$ cat src/rtl/lane_dispatcher.sv
// Issue-side vector lane dispatcher: buffers {instruction, scalar operand} pairs,
// broadcasts the FIFO head to all lanes and retires it once every lane reports ready.
module lane_dispatcher #(
    parameter int unsigned DATA_WIDTH = 32,
    parameter int unsigned LANES      = 4,
    parameter int unsigned FIFO_DEPTH = 4,
    parameter int unsigned INSTR_W    = 32
) (
    input  logic                  clk_i,
    input  logic                  resetn_i,
    input  logic                  instr_valid_i,
    input  logic [INSTR_W-1:0]    instr_i,
    input  logic [DATA_WIDTH-1:0] rs1_rdata_i,
    output logic                  instr_ready_o,
    output logic [LANES-1:0]      lane_instr_req_o,
    output logic [INSTR_W-1:0]    lane_instr_o,
    output logic [DATA_WIDTH-1:0] lane_rs1_rdata_o,
    input  logic [LANES-1:0]      lane_ready_i,
    output logic                  done_o,
    output logic                  busy_o,
    output logic                  err_o
);

    localparam int unsigned PTR_W = $clog2(FIFO_DEPTH);
    localparam int unsigned CNT_W = $clog2(FIFO_DEPTH + 1);

    typedef enum logic [1:0] {
        S_IDLE   = 2'd0,
        S_ISSUE  = 2'd1,
        S_WAIT   = 2'd2,
        S_RETIRE = 2'd3
    } state_e;

    state_e                r_state;
    state_e                w_state_nxt;
    logic [INSTR_W-1:0]    r_instr_mem [FIFO_DEPTH];
    logic [DATA_WIDTH-1:0] r_data_mem  [FIFO_DEPTH];
    logic [PTR_W-1:0]      r_wptr;
    logic [PTR_W-1:0]      r_rptr;
    logic [CNT_W-1:0]      r_count;
    logic [LANES-1:0]      r_done_bits;
    logic [LANES-1:0]      w_done_bits_nxt;
    logic                  r_err;
    logic                  w_err_set;
    logic                  w_push;
    logic                  w_pop;
    logic                  w_all_done;

    assign instr_ready_o    = (r_count != CNT_W'(FIFO_DEPTH));
    assign w_push           = instr_valid_i && instr_ready_o;
    assign w_all_done       = &(r_done_bits | lane_ready_i);
    assign lane_instr_o     = (r_count != '0) ? r_instr_mem[r_rptr] : '0;
    assign lane_rs1_rdata_o = (r_count != '0) ? r_data_mem[r_rptr]  : '0;
    assign busy_o           = (r_state != S_IDLE) || (r_count != '0);
    assign err_o            = r_err;

    // Payload storage; contents are don't-care while the slot is not counted.
    always_ff @(posedge clk_i) begin
        if (w_push) begin
            r_instr_mem[r_wptr] <= instr_i;
            r_data_mem[r_wptr]  <= rs1_rdata_i;
        end
    end

    always_ff @(posedge clk_i or negedge resetn_i) begin
        if (!resetn_i) begin
            r_wptr  <= '0;
            r_rptr  <= '0;
            r_count <= '0;
        end else begin
            if (w_push) r_wptr <= r_wptr + PTR_W'(1);
            if (w_pop)  r_rptr <= r_rptr + PTR_W'(1);
            case ({w_push, w_pop})
                2'b10:   r_count <= r_count + CNT_W'(1);
                2'b01:   r_count <= r_count - CNT_W'(1);
                default: r_count <= r_count;
            endcase
        end
    end

    always_ff @(posedge clk_i or negedge resetn_i) begin
        if (!resetn_i) begin
            r_state     <= S_IDLE;
            r_done_bits <= '0;
            r_err       <= 1'b0;
        end else begin
            r_state     <= w_state_nxt;
            r_done_bits <= w_done_bits_nxt;
            r_err       <= r_err | w_err_set;
        end
    end

    // Stray or duplicate ready pulses only raise err; they never advance the FSM.
    always_comb begin
        w_state_nxt      = r_state;
        w_done_bits_nxt  = r_done_bits;
        w_err_set        = 1'b0;
        w_pop            = 1'b0;
        lane_instr_req_o = '0;
        done_o           = 1'b0;
        case (r_state)
            S_IDLE: begin
                w_err_set = |lane_ready_i;
                if (r_count != '0) w_state_nxt = S_ISSUE;
            end
            S_ISSUE: begin
                lane_instr_req_o = '1;
                w_done_bits_nxt  = r_done_bits | lane_ready_i;
                w_state_nxt      = S_WAIT;
            end
            S_WAIT: begin
                w_err_set       = |(lane_ready_i & r_done_bits);
                w_done_bits_nxt = r_done_bits | lane_ready_i;
                if (w_all_done) w_state_nxt = S_RETIRE;
            end
            S_RETIRE: begin
                done_o          = 1'b1;
                w_pop           = 1'b1;
                w_err_set       = |lane_ready_i;
                w_done_bits_nxt = '0;
                w_state_nxt     = ((r_count > CNT_W'(1)) || w_push) ? S_ISSUE : S_IDLE;
            end
            default: w_state_nxt = S_IDLE;
        endcase
    end

endmodule

$ cat config.mk
export PLATFORM = sky130hd
export DESIGN_NAME = lane_dispatcher
export DESIGN_NICKNAME = d
export VERILOG_FILES = /design/src/rtl/lane_dispatcher.sv
export SDC_FILE = /design/constraint.sdc
export NUM_CORES = 1
export LEC_CHECK = 0
export CAP_MARGIN = 20
export CORE_AREA = 2 2 156 158
export DETAILED_ROUTE_END_ITERATION = 7
export DIE_AREA = 0 0 158 160
export PLACE_DENSITY = 0.79
export SYNTH_ARGS = -nofsm -noshare
export SYNTH_HDL_FRONTEND = slang
export SYNTH_SLANG_ARGS = --single-unit
$ cat constraint.sdc
create_clock -name clk_i -period 3.1 [get_ports clk_i]
set_input_delay 0.31 -clock clk_i [delete_from_list [all_inputs] [get_ports clk_i]]
set_output_delay 0.31 -clock clk_i [all_outputs]
set_load 0.1 [all_outputs]
==> impl_results.md <==
- Synth Flop Type: edfxtp_1
- Async SR Flop Fraction: 5.19%
- First-pass GRT wire length: 31200 um
- Fin. Hold Viols: 0
- Area leader, netlist: edfxtp_1
- Post-synth cell types: 28
- Die Wd: 158 um
- Initial antenna violation count: 1
- Dpl hpwl: 12300 um
- GR Overflow Total: 0
- Max-slew headroom: 35.6%
- IO Count: 143
- CTS root buf: clkbuf_16
- I/O Buffers: 142
- Setup-failing EPs final: 0
- Full die area: 25300 um^2
- Routed Antenna Nets: 0
- Gr usage total: 16.1%
- Total wire length: 20100 um
- Post-synth top cells: edfxtp_1 (256), nor2b_1 (66), mux4_2 (64)
- Flops & latches, synth: 270
- Critical path data required time: 2790 ps
- Worst-skew pair later-pin latency: 530 ps
- Setup TNS: 0 ps
- Layout cells sized above 1: 29.0%
- DRC: 0
- DR vias/cell: 5.19
- Maxcap violations: 0
- Hold_ws: 204 ps
- Run status: complete, no violations
- Mapped Cells: 492
- Slew Viols, Final: 0
- Sequential area share after synthesis: 76.4%
- Synth Warn #: 0
- Startpoint types: register
- Vias: 5162
- Min-Delay Path Class: primary input to asynchronous set/reset pin
- Clock Path Buffers: 3
- Worst Clk Skew: 12.2 ps
- Initial Util: 44.2%
- CTS Buf Count: 27
- Crit end category: output pin
- Worst Tran Pin Value: 963 ps
- Path type of the worst setup path: register to output pin
- Count leader, synth: edfxtp_1
- Pre-antenna DRT Iters: 4
- Net count after synthesis: 577
- Netlist Area Pre-Place: 10500 um^2
- H-tree depth: 1
- Resize count post-CTS: 0
- Area Overhead vs Synth: 25.1%
- Sink Count: 270
- Core area: 23800 um^2
- Largest net degree at the start of global routing: 44
- Final worst path period need: 2820 ps
- RSZ-0062 raised after global routing: false
- Hold buffer count at cts: 0
- RD Place Congestion: 0.700
- Die H: 160 um
- Initial detailed-routing violation count: 288
- Synth area leaders: edfxtp_1 (73%), mux4_2 (14%), nor2b_1 (3.9%), dfrtp_1 (3.3%), ha_1 (1.7%)
- Row count: 57
- DR WL/cell: 20.2 um
- WP data arrival: 2510 ps
- Number of synthesized flops with an enable pin: 256
- Worst-path fanout max: 26
- CTS tree: built
- Layout net count: 733
- Syn_area_per_cell: 21.4 um^2
- Postcts setup bufs: 0
- Post-synth top area share: 73.0%
- Clk pin slew, worst setup/hold paths: 60 ps
- Period Utilization, post-route: 91.0%
- Vias in the first global route: 5689
- Fmax: 354 MHz
## kinds of logic after synthesis
family	synth area share [%]
fa+ha+maj	1.66
compound gates	1.11
buf+inv	1.76
xor+xnor	0.499
simple gates	4.80
mux	13.8
flops	76.4
## worst max-delay path: stages (launching register included)
cell,delay (ps)
dfrtp_4,700
buf_12,280
mux4_2,540
nor2b_1,160
buf_4,250
## layout by cell type (no fill, tap or decap), types with 3 or more instances in the layout
cell type,n
inv_1,8
o21ai_0,3
ha_1,14
edfxtp_1,256
nor2b_1,65
clkdlybuf4s50_1,71
clkbuf_1,8
nor2_1,7
a21oi_1,7
buf_4,67
xnor2_1,4
dfrtp_1,12
and3_4,4
nand2_1,6
clkbuf_16,27
mux4_2,64
clkinv_2,3
clkbuf_8,4
buf_12,13
clkinvlp_4,3
## through the flow
step                      utilization (%)  cell area [um^2]  std cells  setup WS, ps
after detailed placement             51.6             12300        943           795
after CTS                            55.3             13200        993           211
after global routing                 55.3             13200        994           150
after floorplan                         -             10500        492           296
final                                55.3             13200        994           279
after global placement               51.6             12300        943           799
## sequential cells by signal, indices dropped and copies added, names as in the netlist
name / cells
r_rptr: 2
err_o: 1
r_instr_mem: 128
r_data_mem: 128
r_wptr: 2
r_state: 2
r_done_bits: 4
r_count: 3
## layout make-up
type                    instances  area (um^2)
clock inverters                11          119
fillers                      1849        10700
flip-flops and latches        270         8050
clock buffers                  39          761
inverters                       8         30.0
well taps                     324          405
diodes                          1         2.50
repair buffers                151         1470
multi-input cells             190         2330
## path summary, 6_finish.rpt
path,cells after the start,slack (ps),endpoint,from
max,4,280,lane_rs1_rdata_o[15],r_rptr[0]
min,1,200,r_done_bits[3],resetn_i
max reg2reg,5,900,r_data_mem[2][25],r_count[0]
min reg2reg,1,500,err_o,err_o
max in group asynchronous,1,2370,r_rptr[0],resetn_i
min in group clk_i,1,410,r_instr_mem[3][0],instr_i[0]
## per-layer routing
| metal | vias to the layer above | track usage (%) | wire (um) |
|---|---|---|---|
| met2 | 163 | 28.0 | 10400 |
| li1 | 2292 | - | - |
| met4 | 0 | 5.20 | 567 |
| met3 | 48 | 3.80 | 1180 |
| met5 | - | 0 | 0 |
| met1 | 2659 | 19.8 | 7930 |
Power is left out: the tool's default activity adds up to more than one toggle a clock period on the data nets, which glitch-free logic cannot reach.
